<file path="config.mk">
export PLATFORM = sky130hd
export DESIGN_NAME = radix2_nonrestoring_divider
export DESIGN_NICKNAME = d
export VERILOG_FILES = /design/src/rtl/radix2_divider_pkg.sv /design/src/rtl/nonrestoring_div_step.sv /design/src/rtl/radix2_nonrestoring_divider.sv
export SDC_FILE = /design/constraint.sdc
export NUM_CORES = 1
export LEC_CHECK = 0
export CORE_MARGIN = 3
export CORE_UTILIZATION = 25
export CTS_BUF_LIST = sky130_fd_sc_hd__clkbuf_8 sky130_fd_sc_hd__clkbuf_16
export DETAILED_ROUTE_END_ITERATION = 8
export HOLD_SLACK_MARGIN = 0.15
export PLACE_DENSITY = 0.46
export SYNTH_ARGS = -nofsm -noshare
export SYNTH_HDL_FRONTEND = slang
export SYNTH_HIERARCHICAL = 1
export SYNTH_SLANG_ARGS = --single-unit
</file>
<file path="constraint.sdc">
create_clock -name clk -period 4 [get_ports clk]
set_input_delay 0.8 -clock clk [delete_from_list [all_inputs] [get_ports clk]]
set_output_delay 0.8 -clock clk [all_outputs]
set_load 0.1 [all_outputs]
</file>
<file path="src/rtl/radix2_divider_pkg.sv">
// Shared types and helpers for the radix-2 non-restoring divider.
// Latency and backpressure: none (declarations only).
package radix2_divider_pkg;

  typedef enum logic [1:0] {
    IDLE,
    ITER,
    FIX,
    DONE
  } state_t;

  // Widest operand abs_u can handle; the top refuses anything wider.
  localparam int ABS_MAX_W = 64;

  function automatic int cntr_width(input int width);
    return (width > 2) ? $clog2(width) : 1;
  endfunction

  // Magnitude as an unsigned value, so the most negative input maps exactly to 2^(n-1).
  function automatic logic [ABS_MAX_W-1:0] abs_u(input logic signed [ABS_MAX_W-1:0] x);
    return x[ABS_MAX_W-1] ? $unsigned(-x) : $unsigned(x);
  endfunction

endpackage

</file>
<file path="src/rtl/nonrestoring_div_step.sv">
// One non-restoring iteration: shift {P,A} left, add or subtract D by the sign of old P.
// Latency: combinational. Backpressure: none.
module nonrestoring_div_step #(
  parameter int WIDTH = 8
) (
  input  logic [WIDTH:0]   p,
  input  logic [WIDTH-1:0] a,
  input  logic [WIDTH-1:0] d,
  output logic [WIDTH:0]   p_next,
  output logic [WIDTH-1:0] a_next
);

  logic [WIDTH:0] p_sh;
  logic [WIDTH:0] d_ext;

  always_comb begin
    p_sh   = {p[WIDTH-1:0], a[WIDTH-1]};
    d_ext  = {1'b0, d};
    p_next = p[WIDTH] ? (p_sh + d_ext) : (p_sh - d_ext);
    a_next = {a[WIDTH-2:0], ~p_next[WIDTH]};
  end

endmodule

</file>
<file path="src/rtl/radix2_nonrestoring_divider.sv">
// Signed WIDTH-bit divider (truncating; remainder follows dividend sign); optional RADIX2_DIVIDER_DIV0_DETECT_EN.
// Latency: done WIDTH+2 cycles after start (1 cycle on detected zero divisor). Backpressure: start ignored while busy.
module radix2_nonrestoring_divider
  import radix2_divider_pkg::*;
#(
  parameter int WIDTH       = 8,
  parameter bit CHECK_PARAM = 1'b1
) (
  input  logic                    clk,
  input  logic                    rst,
  input  logic                    start,
  input  logic signed [WIDTH-1:0] dividend,
  input  logic signed [WIDTH-1:0] divisor,
  output logic                    busy,
  output logic                    done,
  output logic signed [WIDTH-1:0] quotient,
  output logic signed [WIDTH-1:0] remainder,
  output logic                    div_by_zero
);

  if (CHECK_PARAM && (WIDTH < 2 || WIDTH > ABS_MAX_W)) begin : g_width_check
    $fatal(1, "radix2_nonrestoring_divider: unsupported WIDTH %0d", WIDTH);
  end

  localparam int CW = cntr_width(WIDTH);
  localparam logic [CW-1:0] LAST = CW'(WIDTH - 1);

  state_t           state;
  state_t           state_nxt;
  logic [WIDTH:0]   p_q;
  logic [WIDTH:0]   p_step;
  logic [WIDTH-1:0] a_q;
  logic [WIDTH-1:0] a_step;
  logic [WIDTH-1:0] d_q;
  logic [CW-1:0]    cntr;
  logic             neg_dvd;
  logic             neg_dvs;
  logic             accept;
  logic             zero_div;
  logic [WIDTH-1:0] r_mag;
  logic [WIDTH-1:0] quot_nxt;
  logic [WIDTH-1:0] rem_nxt;

  assign accept = start && ((state == IDLE) || (state == DONE));

`ifdef RADIX2_DIVIDER_DIV0_DETECT_EN
  assign zero_div = (divisor == '0);
`else
  assign zero_div = 1'b0;
`endif

  nonrestoring_div_step #(.WIDTH(WIDTH)) u_step (
    .p      (p_q),
    .a      (a_q),
    .d      (d_q),
    .p_next (p_step),
    .a_next (a_step)
  );

  // Final restore: low bits of P+D are exact because the remainder is below D.
  always_comb begin
    r_mag    = p_q[WIDTH] ? (p_q[WIDTH-1:0] + d_q) : p_q[WIDTH-1:0];
    quot_nxt = (neg_dvd ^ neg_dvs) ? -a_q : a_q;
    rem_nxt  = neg_dvd ? -r_mag : r_mag;
  end

  always_comb begin
    state_nxt = state;
    busy      = 1'b0;
    done      = 1'b0;
    case (state)
      IDLE, DONE: begin
        done = (state == DONE);
        if (start) state_nxt = zero_div ? DONE : ITER;
        else       state_nxt = IDLE;
      end
      ITER: begin
        busy = 1'b1;
        if (cntr == LAST) state_nxt = FIX;
      end
      FIX: begin
        busy      = 1'b1;
        state_nxt = DONE;
      end
      default: state_nxt = IDLE;
    endcase
  end

  always_ff @(posedge clk) begin
    if (rst) state <= IDLE;
    else     state <= state_nxt;
  end

  always_ff @(posedge clk) begin
    if (rst) begin
      p_q         <= '0;
      a_q         <= '0;
      d_q         <= '0;
      cntr        <= '0;
      neg_dvd     <= 1'b0;
      neg_dvs     <= 1'b0;
      quotient    <= '0;
      remainder   <= '0;
      div_by_zero <= 1'b0;
    end else begin
      case (state)
        IDLE, DONE: begin
          if (accept) begin
            neg_dvd     <= dividend[WIDTH-1];
            neg_dvs     <= divisor[WIDTH-1];
            a_q         <= WIDTH'(abs_u(ABS_MAX_W'(dividend)));
            d_q         <= WIDTH'(abs_u(ABS_MAX_W'(divisor)));
            p_q         <= '0;
            cntr        <= '0;
            div_by_zero <= zero_div;
            if (zero_div) begin
              quotient  <= '1;
              remainder <= dividend;
            end
          end
        end
        ITER: begin
          p_q  <= p_step;
          a_q  <= a_step;
          cntr <= (cntr == LAST) ? cntr : cntr + 1'b1;
        end
        FIX: begin
          quotient  <= quot_nxt;
          remainder <= rem_nxt;
        end
        default: ;
      endcase
    end
  end

endmodule
</file>
==> metrics.txt <==
via count=3006; WP data arrival=1.96 ns; startpoint types=flop; placed cells=626; cells on worst reg2reg path=11; Cell Rows=42; RR Startpoint=d_q[1]$_SDFFE_PP0P_; Comb pwr share=59.5%; Avg WL per Cell=13.8 microns; peak supply drop=748 uV; Layout Utilization=30.9%; Sw Pwr=around 1.5 mW; Main synth FF type=dfxtp_1; core box area=0.0135 sq mm; die area=~0.015 sq mm; overall routing resource usage=11.3%; H-Tree Depth=2; Pwr per Cell Area=between 700 and 800 mW/mm^2; Via density=4.74; Die Ht=roughly 120 microns; status=finished, final reports clean; gp weighted congestion=roughly 0.84; Slowest cell on crit path=clkdlybuf4s50_1; cts bufs inserted=5; Post-Syn Area per Cell=8.00 sq um; CP Data Required Time=approximately 3.2 ns; Clock Latency Late Sink=0.29 ns; Worst-path clk slew=0.06 ns; pin count of the biggest net entering global routing=49; Synth async-reset ratio=0%; Worst R2R Setup Slack=1.44 ns; # DRC=0; Post-Syn Area=0.00350 sq mm; Max-Cap Viols=0; Total Power=3.10 mW; Largest stage delay, worst path=1.13 ns; cells after synthesis=437; number of global-route vias before repair=2832; Max Clock Freq=0.362 GHz; Initial DRC Count=174; port bufs=36; switch share=around half; Initial Utilization=between 20 and 30%; Non-Filler Instances=634; reg2reg end=a_q[0]$_SDFFE_PP0P_; period utilisation layout=between 60% and 70%; drt first pass iters=4; CTS Buffer Depth=2; Synth Register Bits=48; Worst Tran Pin Value=approximately 1 ns; worst-path maximum fanout=4; Setup CP Type=reg -> out; Die Width=124 microns; Area Overhead vs Synth=19.0%; Critical Path, Cell by Cell=ha_1 -> clkdlybuf4s50_1; final hold violations=0; Max transition margin=between 30% and 40%; RSZ-0062 raised after global routing=no; initial antenna violation count=0; critical path depth=2; biggest area consumer among synthesized cells=dfxtp_1; Remaining Overflow, GRT=0; layout cell share with drive strength beyond 1=just over 7%; I/O pin count=38; Sink Count=48; CTS Hold Bufs=0; first-pass GRT wire length=14700 microns; CP top delay family=buffers and inverters; Hold/Removal Path Class=reg -> reg; Critical Path Sink Type=output port; static leakage=around 1.5 nW; Post-synth EDFFs=0; Crit. Startpoint=state[1]$_SDFFE_PP0P_; clock group share of total power=16.4%; Ant. Diodes=0; nets=a little over 500; endpoints failing setup=0; total negative slack=0 ns; Ys Warns=6; syn nets=483; most frequent cells in the layout=nand2_1, dfxtp_1, nor2_1; internal power=1.59 mW; crit path buf inv count=1; Antenna Nets Post-Route=0; Sequential Power Share=between 20% and 30%; Seq/Total Area, Yosys=27.5%; Critical Path Sink=done; CTS tree=yes; Filler Cells Inserted=1477; Root Buffer=clkbuf_16; post-DP HPWL=6620 microns; Layout Skew=roughly 0.0032 ns; post-synthesis cell type count=67; postcts setup bufs=0; final wirelength=8750 microns; WHS=0.480 ns; post_cts resized=0; Hold Startpoint=neg_dvs$_SDFFE_PP0P_; top-area cell type share of the netlist area=27.5%; Final Max Slew Viols=0; post-layout min period=roughly 2.8 ns; main area contributors after synthesis=dfxtp_1, ha_1, a21oi_1
-- final cells by class --
class                   instances  area (sq um)  area share [%]
flip-flops and latches         48           961            23.1
repair buffers                 42           403            9.68
clock buffers                   7           153            3.67
clock inverters                 1          30.0           0.721
inverters                      23          86.3            2.07
well taps                     176           220            5.29
multi-input cells             337          2310            55.5
-- worst min path at each step --
stage | end | slack [ns] | depth (start not counted)
2_1_floorplan | neg_dvs$_SDFFE_PP0P_ | 0.45 | 2
3_3_place_gp | neg_dvs$_SDFFE_PP0P_ | 0.46 | 2
3_5_place_dp | neg_dvs$_SDFFE_PP0P_ | 0.47 | 2
4_1_cts | neg_dvs$_SDFFE_PP0P_ | 0.48 | 2
5_1_grt | neg_dvs$_SDFFE_PP0P_ | 0.49 | 2
6_report | neg_dvs$_SDFFE_PP0P_ | 0.48 | 2
-- cell families (layout without fill, tap and decap cells) --
logic type | Yosys count | after routing | synth area share (%)
flops | 48 | 48 | 27.5
mux | 12 | 12 | 3.47
buf+inv | 52 | 73 | 6.48
xor+xnor | 33 | 33 | 8.48
simple gates | 150 | 150 | 21.7
fa+ha+maj | 27 | 27 | 10.1
compound gates | 114 | 114 | 22.2
other cells | 1 | 1 | 0.107
-- worst min-delay path, cell delays in order, from the launching register on --
cell     delay (ns)
dfxtp_1        0.32
nand2_1        0.06
a21oi_1        0.05
-- flip-flops by register name, indices dropped and copies added (netlist names), 2 cells and up --
register	cells
remainder	8
state	2
p_q	9
quotient	8
a_q	8
d_q	8
cntr	3
-- power groups by stage --
stage	clock network, mW	registers (mW)	logic [mW]
2_1_floorplan	0	0.953	1.27
3_3_place_gp	0	0.753	1.85
3_5_place_dp	0	0.758	1.85
4_1_cts	0.524	0.746	1.86
5_1_grt	0.541	0.766	2.04
6_report	0.510	0.745	1.85
-- synthesized netlist by cell type, types with 5 or more instances --
cell      count
clkbuf_1     18
a21oi_1      39
a211oi_1     20
nand3_1      10
nand2b_1      5
ha_1         25
o211ai_1      7
o21ai_0      13
nand2_1      48
a31oi_1       5
inv_1        22
nor2_1       44
xnor2_1      18
nor3_1       11
mux2i_1      11
buf_4         8
xor2_1       14
dfxtp_1      48
-- through the flow --
stage | worst slack (ns) | instance area, sq um
after CTS | 1.22 | 4160
final | 1.24 | 4160
after global placement | 1.48 | 3980
after global routing | 1.19 | 4160
after detailed placement | 1.44 | 3980
after floorplan | 1.66 | 3500
-- per-layer routing --
metal / wire [microns] / vias up / share of wire [%] / track usage [%]
met5: 0 / - / 0 / 0
met2: 3560 / 46 / 41 / 15.9
li1: - / 1583 / - / -
met3: 294 / 5 / 3.4 / 2.36
met1: 4810 / 1372 / 55 / 17.3
met4: 89 / 0 / 1.0 / 3.16
Note: power is estimated with default switching activity, not from simulation.
